**src/rtl/err_win_ctrl_pkg.sv**
```systemverilog
// Shared definitions for the DC-error measurement-window sequencer.
// Holds the FSM state encoding and the default window size.
package err_win_ctrl_pkg;

  localparam int LFSR_LEN     = 2;
  localparam int DEF_WIN_LOG2 = LFSR_LEN;

  typedef enum logic [1:0] {
    ST_IDLE  = 2'd0,
    ST_FLUSH = 2'd1,
    ST_ACCUM = 2'd2,
    ST_DUMP  = 2'd3
  } state_e;

endpackage

```
**src/rtl/err_win_cnt.sv**
```systemverilog
// Symbol counter for one measurement window.
// tc pulses on the strobe that completes the 2^W-th symbol.
module err_win_cnt #(
  parameter int W = 2
) (
  input  logic clk,
  input  logic reset,
  input  logic clk_en,
  input  logic clear,
  output logic tc
);

  logic [W-1:0] cnt;

  // Wrapping from all-ones back to 0 leaves the counter ready for the next window.
  always_ff @(posedge clk) begin
    if (reset || clear) begin
      cnt <= '0;
    end else if (clk_en) begin
      cnt <= cnt + W'(1);
    end
  end

  assign tc = (cnt == {W{1'b1}}) && clk_en;

endmodule

```
**src/rtl/err_win_ctrl.sv**
```systemverilog
// Measurement-window sequencer for the DC-error accumulator: drives hold,
// latches each window sum and hands it to a consumer through valid/ack.
module err_win_ctrl
  import err_win_ctrl_pkg::*;
#(
  parameter int WIN_LOG2 = DEF_WIN_LOG2,
  parameter int ACC_W    = 18 + WIN_LOG2,
  parameter int CNT_W    = 16
) (
  input  logic               clk,
  input  logic               reset,
  input  logic               clk_en,
  input  logic               start,
  input  logic               stop,
  input  logic               continuous,
  input  logic [ACC_W-1:0]   acc_full,
  output logic               hold,
  output logic               busy,
  output logic               res_valid,
  input  logic               res_ack,
  output logic [ACC_W-1:0]   res_sum,
  output logic [17:0]        res_mean,
  output logic [CNT_W-1:0]   res_seq,
  output logic               overrun,
  output state_e             state_dbg
);

  // Handshake: res_valid rises on the edge that latches a result and stays
  // high until a cycle with res_ack=1; a latch in that same cycle wins.

  state_e             state_q, state_d;
  logic               mode_q, stop_q, hold_q;
  logic               res_valid_q, overrun_q;
  logic [ACC_W-1:0]   res_sum_q;
  logic [CNT_W-1:0]   res_seq_q, seq_next_q;
  logic               tc, do_start, latch, cnt_en, cnt_clr, dump_stop;

  assign do_start  = (state_q == ST_IDLE) && start;
  assign latch     = (state_q == ST_DUMP) && clk_en;
  assign cnt_en    = (state_q == ST_ACCUM) && clk_en;
  assign cnt_clr   = (state_q != ST_ACCUM) || stop;
  assign dump_stop = stop || stop_q;

  err_win_cnt #(.W(WIN_LOG2)) u_cnt (
    .clk    (clk),
    .reset  (reset),
    .clk_en (cnt_en),
    .clear  (cnt_clr),
    .tc     (tc)
  );

  always_comb begin
    state_d = state_q;
    case (state_q)
      ST_IDLE:  if (start) state_d = ST_FLUSH;
      ST_FLUSH: begin
        if (stop)        state_d = ST_IDLE;
        else if (clk_en) state_d = ST_ACCUM;
      end
      ST_ACCUM: begin
        if (stop)    state_d = ST_IDLE;
        else if (tc) state_d = ST_DUMP;
      end
      ST_DUMP:  if (clk_en) state_d = (mode_q && !dump_stop) ? ST_ACCUM : ST_IDLE;
      default:  state_d = ST_IDLE;
    endcase
  end

  always_ff @(posedge clk) begin
    if (reset) begin
      state_q     <= ST_IDLE;
      hold_q      <= 1'b0;
      mode_q      <= 1'b0;
      stop_q      <= 1'b0;
      res_valid_q <= 1'b0;
      overrun_q   <= 1'b0;
      res_sum_q   <= '0;
      res_seq_q   <= '0;
      seq_next_q  <= '0;
    end else begin
      state_q <= state_d;
      hold_q  <= (state_d == ST_FLUSH) || (state_d == ST_DUMP);
      // A stop seen while waiting in DUMP must survive until the dump strobe.
      stop_q  <= (state_d == ST_DUMP) && dump_stop;
      if (do_start) begin
        mode_q     <= continuous;
        seq_next_q <= '0;
        overrun_q  <= 1'b0;
      end
      if (latch) begin
        res_sum_q   <= acc_full;
        res_seq_q   <= seq_next_q;
        seq_next_q  <= seq_next_q + CNT_W'(1);
        res_valid_q <= 1'b1;
        if (res_valid_q && !res_ack) overrun_q <= 1'b1;
      end else if (res_ack) begin
        res_valid_q <= 1'b0;
      end
    end
  end

  assign hold      = hold_q;
  assign busy      = (state_q != ST_IDLE);
  assign res_valid = res_valid_q;
  assign res_sum   = res_sum_q;
  assign res_mean  = res_sum_q[ACC_W-1:WIN_LOG2];
  assign res_seq   = res_seq_q;
  assign overrun   = overrun_q;
  assign state_dbg = state_q;

endmodule

```
**config.mk**
```make
export PLATFORM = sky130hd
export DESIGN_NAME = err_win_ctrl
export DESIGN_NICKNAME = d
export VERILOG_FILES = /design/src/rtl/err_win_ctrl_pkg.sv /design/src/rtl/err_win_cnt.sv /design/src/rtl/err_win_ctrl.sv
export SDC_FILE = /design/constraint.sdc
export NUM_CORES = 1
export LEC_CHECK = 0
export CAP_MARGIN = 20
export CORE_ASPECT_RATIO = 0.9
export CORE_UTILIZATION = 42
export DETAILED_ROUTE_END_ITERATION = 8
export HOLD_SLACK_MARGIN = 0.06
export PLACE_DENSITY = 0.75
export SYNTH_ARGS = -nofsm -noshare
export SYNTH_HDL_FRONTEND = slang
export SYNTH_SLANG_ARGS = --single-unit
```
**constraint.sdc**
```tcl
create_clock -name clk -period 3.4 [get_ports clk]
set_input_delay 0.68 -clock clk [delete_from_list [all_inputs] [get_ports clk]]
set_output_delay 0.68 -clock clk [all_outputs]
set_load 0.03 [all_outputs]
```
==> flow_summary.yaml, run 1 <==
critical_path:
  cp.required_ns: 3.67
  critPathKind: "in -> reg"
  path_max_fanout: 28
  r2r_start: "state_dbg[0]"
  crit_slowest_cell: "clkdlybuf4s50_1"
  crit_arrival_ns: 2.64
  start_kind: "input pin"
  path_buf_inv: 1
  r2r.worst_path.cells: 4
  r2r-end: "seq_next_q[14]"
  r2r_setup_slack_ns: 1.51
  cp_cell_sequence: "clkdlybuf4s50_1 > and3_2 > nand2_1 > nor4_1 > mux2i_1"
  end_kind: "flop"
  critPathTopFamily: "simple AND/OR/NAND/NOR gates"
  max_stage_delay_ns: 0.66
route:
  antenna_left: 0
  vias: 2296
  wl_um: 5751
  via_per_inst: 5.102
  drtPass1Iterations: 9
  wire_per_inst_um: 12.78
  drtIter0Drc: 259
  drc: 7
final_layout:
  finalInstanceArea_um2: 3502
  final_util_pct: 60.14
  mostFrequentLayoutCells: "nand2_1, clkdlybuf4s50_1, dfxtp_1"
  fill_cells: 517
  stdcell_count: 450
  layout_commonest_cell: "nand2_1"
  fin_nets: 404
  area_growth_pct: 35.35
  drive_above_1_share_pct: 8.158
  diodes: 0
sta:
  worst_pin_slew_ns: 1.049
  fin_crit_ns: 2.374
  finalSetupViolCount: 0
  fmax_mhz: 421.2
  max_slew_margin_pct: 30.04
  post-route-period-util_pct: 69.83
  rsz0062_at_grt: "false"
  finalHoldViolations: 0
  setup_slack_ns: 1.026
  slew_violations: 0
  finalSetupTns_ns: 0
  hold_ws_ns: 0.4510
  fin_skew_ns: 0.006299
synth:
  synth-compound-area-share_pct: 13.78
  synthMuxAreaShare_pct: 2.756
  synth_xor_area_share_pct: 0.6770
  synth-adder-area-share_pct: 0.9671
  yosysSeqAreaShare_pct: 47.20
  ys.flop_type: "dfxtp_1"
  synth-simple-area-share_pct: 25.34
  syn_area_per_cell_um2: 8.240
  ys_seq_elements: 61
  yosysUniqueCellTypes: 43
  yosysWarnings: 0
  syn_inst: 314
  async_reset_ff_share_pct: 0
  synth_nets: 343
  synth_area_um2: 2587
  synth_top_family_by_area: "simple AND/OR/NAND/NOR gates"
  synth_edf_count: 0
clocking:
  hold_buffers: 0
  post-cts-setup-buffer-count: 0
  path_clk_slew_ns: 0.06
  cts_tree: "built"
  clkLatencyLatePin_ns: 0.34
  cts.sinks: 61
  htreeDepth: 3
  cts_max_path_buffers: 2
  post_cts_resized: 0
  numCtsBuffers: 9
  root_buffer: "clkbuf_8"
place:
  dp_hpwl_um: 3715
  dp_slack_ns: 0.6892
  gp_congestion: 0.8001
  dp.cells: 434
  portBuffers: 86
  placedInstanceArea_um2: 3309
floorplanning:
  die_y_um: 76.46
  core_um2: 5823
  initial_core_util_pct: 44.43
  fp-row-count: 26
  io_pins: 87
  die_area_um2: 6479
  die_w_um: 84.74
global_route:
  grt_pass1_wl_um: 9618
  globalRouteTotalUtil_pct: 18.56
  first_global_vias: 2142
  antenna_found_initial: 0
  grt_max_degree: 62
  overflow: 0
power:
  p_seq_share_pct: 50.6
  pwr_density_cell_nw_per_um2: 407.7
  comb_power_share_pct: 5.7
  power_frac_clock_pct: 43.7
  internal_power_mw: 1.117
  irDropWorstVdd_v: 0.0001807
  power_mw: 1.428
  p_sw_uw: 311.3
  p_leak_nw: 1.179
  swShare_pct: 21.80
hold_path:
  hold_class: "reg -> reg"
  worstHoldStart: "res_seq[15]"
  hold_path_depth: 2
  worstHoldEndpoint: "res_seq[15]"
outcome:
  status: "finished with violations"
  violations: "DRC"
run:
  maxCapViolations: 0
-- cell usage after synthesis, types with 3 or more instances --
master    instances  area [um^2]
nand2_1          86        322.8
nor2_1           16        60.06
nand4_1           5        31.28
a21oi_1          46        230.2
a311oi_1          5        43.79
o21ai_0           4        20.02
nor3_1            3        15.01
or2_2             5        31.28
clkbuf_1          6        22.52
nand3_1           4        20.02
dfxtp_1          61         1221
buf_2             8        40.04
nand2b_1          5        31.28
mux2i_1           6        60.06
buf_4            20        150.1
-- tightest hold or removal path: stages (launching register included) --
cell and delay, ns:
dfxtp_1 0.31, nand2_1 0.05, a21oi_1 0.05
-- sequential cells by signal, indices dropped and copies added (netlist names) --
name / cells
res_sum: 20
res_seq: 16
seq_next_q: 16
state_dbg: 2
u_cnt.cnt: 2
hold: 1
mode_q: 1
overrun: 1
res_valid: 1
stop_q: 1
-- area by class of cell --
class	count	area, um^2	area share (%)
clock buffer	12	145.1	4.144
clock inverter	4	47.55	1.358
inverter	1	3.754	0.1072
multi-input combinational	214	1126	32.15
sequential	61	1221	34.87
tap	70	87.58	2.501
timing repair buffer	88	870.8	24.87
-- worst max path at each step --
stage / startpoint / to / slack [ns] / cells after the start
after global routing: clk_en / seq_next_q[14] / 0.90 / 5
after global placement: clk_en / seq_next_q[14] / 0.77 / 5
after CTS: state_dbg[0] / busy / 1.02 / 2
after detailed placement: clk_en / seq_next_q[14] / 0.69 / 5
after floorplan: clk_en / seq_next_q[9] / 1.59 / 5
final: clk_en / seq_next_q[14] / 1.03 / 5
-- per-layer routing --
layer,vias up,GRT usage (%),part of all wire (%)
li1,1166,-,-
met1,1040,21.71,46
met2,79,31.14,45
met3,11,6.501,7.0
met4,0,7.119,1.2
met5,-,0,0
-- logic make-up after synthesis --
family                     after synthesis
and+or+nand+nor                        140
AOI/OAI and AO/OA                       63
DFF                                     61
buffers and inverters                   39
muxes                                    7
xor gates and xnor gates                 2
adders and majority gates                2
-- power by group through the flow --
stage / combinational (mW) / clock [mW] / sequential, mW
floorplan: 0.0366 / 0 / 0.742
global placement: 0.0814 / 0 / 0.738
detailed placement: 0.0814 / 0 / 0.738
CTS: 0.0822 / 0.641 / 0.722
global route: 0.0871 / 0.673 / 0.722
finish: 0.0814 / 0.624 / 0.722
No activity file was read; power rests on OpenSTA's default activity.
==> run 2: changes to the inputs <==
clock period = 2.49 ns   (was 3.4 ns; I/O delays follow)
==> run 2 against run 1 <==
  * The run still ends with DRC left
  * Clock skew increased by 0.0028 ns
  * Clock-buffer cell count increased by 1
  * Worst setup slack got worse by 0.69 ns
  * Register-to-register slack got worse by 0.68 ns
  * Cell area increased by 2.5%
  * Core utilization increased by 1.5 points
  * Hold slack improved by 0.0051 ns
  * Largest cell class unchanged
  * Highest routed layer unchanged
==> flow_summary.yaml, run 2 (synthesis results as in run 1) <==
power:
  pwr_density_cell_nw_per_um2: 595.8
  irDropWorstVdd_v: 0.0003201
  comb_power_share_pct: 5.4
  p_seq_share_pct: 46.1
  swShare_pct: 19.91
  power_mw: 2.140
  internal_power_mw: 1.714
  p_sw_uw: 426.0
  power_frac_clock_pct: 48.5
  p_leak_nw: 1.233
outcome:
  status: "finished with violations"
  violations: "DRC"
sta:
  max_slew_margin_pct: 55.37
  finalSetupTns_ns: 0
  fin_crit_ns: 2.158
  rsz0062_at_grt: "false"
  worst_pin_slew_ns: 0.6694
  slew_violations: 0
  finalSetupViolCount: 0
  post-route-period-util_pct: 86.65
  finalHoldViolations: 0
  fmax_mhz: 463.5
  fin_skew_ns: 0.009126
  setup_slack_ns: 0.3325
place:
  dp.cells: 439
  portBuffers: 86
  placedInstanceArea_um2: 3347
  gp_congestion: 0.8145
  dp_hpwl_um: 3998
  dp_slack_ns: 0.3640
critical_path:
  cp_cell_sequence: "or2_2 > clkdlybuf4s50_1"
  r2r_setup_slack_ns: 0.83
  r2r-end: "seq_next_q[6]"
  cp.required_ns: 1.99
  path_buf_inv: 1
  critPathTopFamily: "buffers and inverters"
  r2r_start: "state_dbg[0]"
  critPathKind: "reg -> out"
  max_stage_delay_ns: 0.66
  r2r.worst_path.cells: 4
  start_kind: "flop"
  crit_arrival_ns: 1.66
  end_kind: "primary output"
  crit_slowest_cell: "clkdlybuf4s50_1"
  path_max_fanout: 11
clocking:
  cts_max_path_buffers: 2
  cts.sinks: 61
  path_clk_slew_ns: 0.06
  root_buffer: "clkbuf_8"
  post_cts_resized: 0
  numCtsBuffers: 9
  hold_buffers: 0
  clkLatencyLatePin_ns: 0.33
  post-cts-setup-buffer-count: 0
  cts_tree: "built"
  htreeDepth: 3
floorplanning:
  die_w_um: 84.74
  initial_core_util_pct: 44.43
  io_pins: 87
  die_y_um: 76.46
  die_area_um2: 6479
  core_um2: 5823
  fp-row-count: 26
final_layout:
  drive_above_1_share_pct: 9.870
  stdcell_count: 455
  fin_nets: 409
  layout_commonest_cell: "nand2_1"
  finalInstanceArea_um2: 3591
  fill_cells: 520
  diodes: 0
  area_growth_pct: 38.78
  largest_reg_flops: 20
  mostFrequentLayoutCells: "nand2_1, clkdlybuf4s50_1, dfxtp_1"
route:
  wire_per_inst_um: 12.90
  drtPass1Iterations: 7
  wl_um: 5869
  antenna_left: 0
  via_per_inst: 5.182
  vias: 2358
  drc: 8
  drtIter0Drc: 161
global_route:
  grt_max_degree: 40
  globalRouteTotalUtil_pct: 18.73
  overflow: 0
  antenna_found_initial: 0
  grt_pass1_wl_um: 9687
  first_global_vias: 2158
hold_path:
  hold_path_depth: 2
  worstHoldEndpoint: "res_seq[8]"
  worstHoldStart: "res_seq[8]"
  hold_class: "reg -> reg"
run:
  maxCapViolations: 0
-- run 2: cell count changes in the layout (fill, tap and decap cells not counted) --
cell	delta
clkinv_2	-1
clkbuf_1	-2
buf_4	+5
bufinv_16	+1
clkinvlp_4	-1
clkbuf_8	+3
-- run 2: stage by stage --
stage          hold slack (ns)  utilization [%]
2_1_floorplan           0.4368                -
3_3_place_gp            0.4428            57.48
3_5_place_dp            0.4497            57.48
4_1_cts                 0.4587            61.67
5_1_grt                 0.4818            61.67
6_report                0.4561            61.67
-- run 2: layout make-up --
class	instances	area (um^2)	share of cell area [%]
clock buffer	13	178.9	4.983
clock inverter	3	65.06	1.812
inverter	1	3.754	0.1045
multi-input combinational	214	1126	31.36
sequential	61	1221	34.01
tap	70	87.58	2.439
timing repair buffer	93	908.4	25.30
-- run 2: layer usage --
| metal | track usage, % | up-vias | wire length, um |
|---|---|---|---|
| met5 | 0 | - | 0 |
| met4 | 9.661 | 0 | 89 |
| met3 | 4.117 | 7 | 340 |
| met2 | 30.98 | 82 | 2708 |
| met1 | 22.81 | 1095 | 2732 |
| li1 | - | 1174 | - |
-- run 2: power by group through the flow --
stage	Sequential [mW]	Combinational (mW)	Clock, mW
2_1_floorplan	1.01	0.0499	0
4_1_cts	0.986	0.117	1.06
3_3_place_gp	1.01	0.115	0
5_1_grt	0.986	0.124	1.10
3_5_place_dp	1.01	0.116	0
6_report	0.986	0.116	1.04
-- run 2: worst max path at each step --
stage,cells past startpoint,endpoint,start,slack [ns]
6_report,2,busy,state_dbg[0],0.33
5_1_grt,2,busy,state_dbg[0],0.27
4_1_cts,2,busy,state_dbg[0],0.32
3_5_place_dp,6,seq_next_q[7],clk_en,0.36
3_3_place_gp,5,seq_next_q[6],clk_en,0.39
2_1_floorplan,5,seq_next_q[9],state_dbg[0],0.86
-- run 2: tightest hold or removal path, delay by kind of cell, from the launching register on --
family / cells / cell delay (ns)
DFF: 1 / 0.31
and+or+nand+nor: 1 / 0.05
AOI/OAI and AO/OA: 1 / 0.05
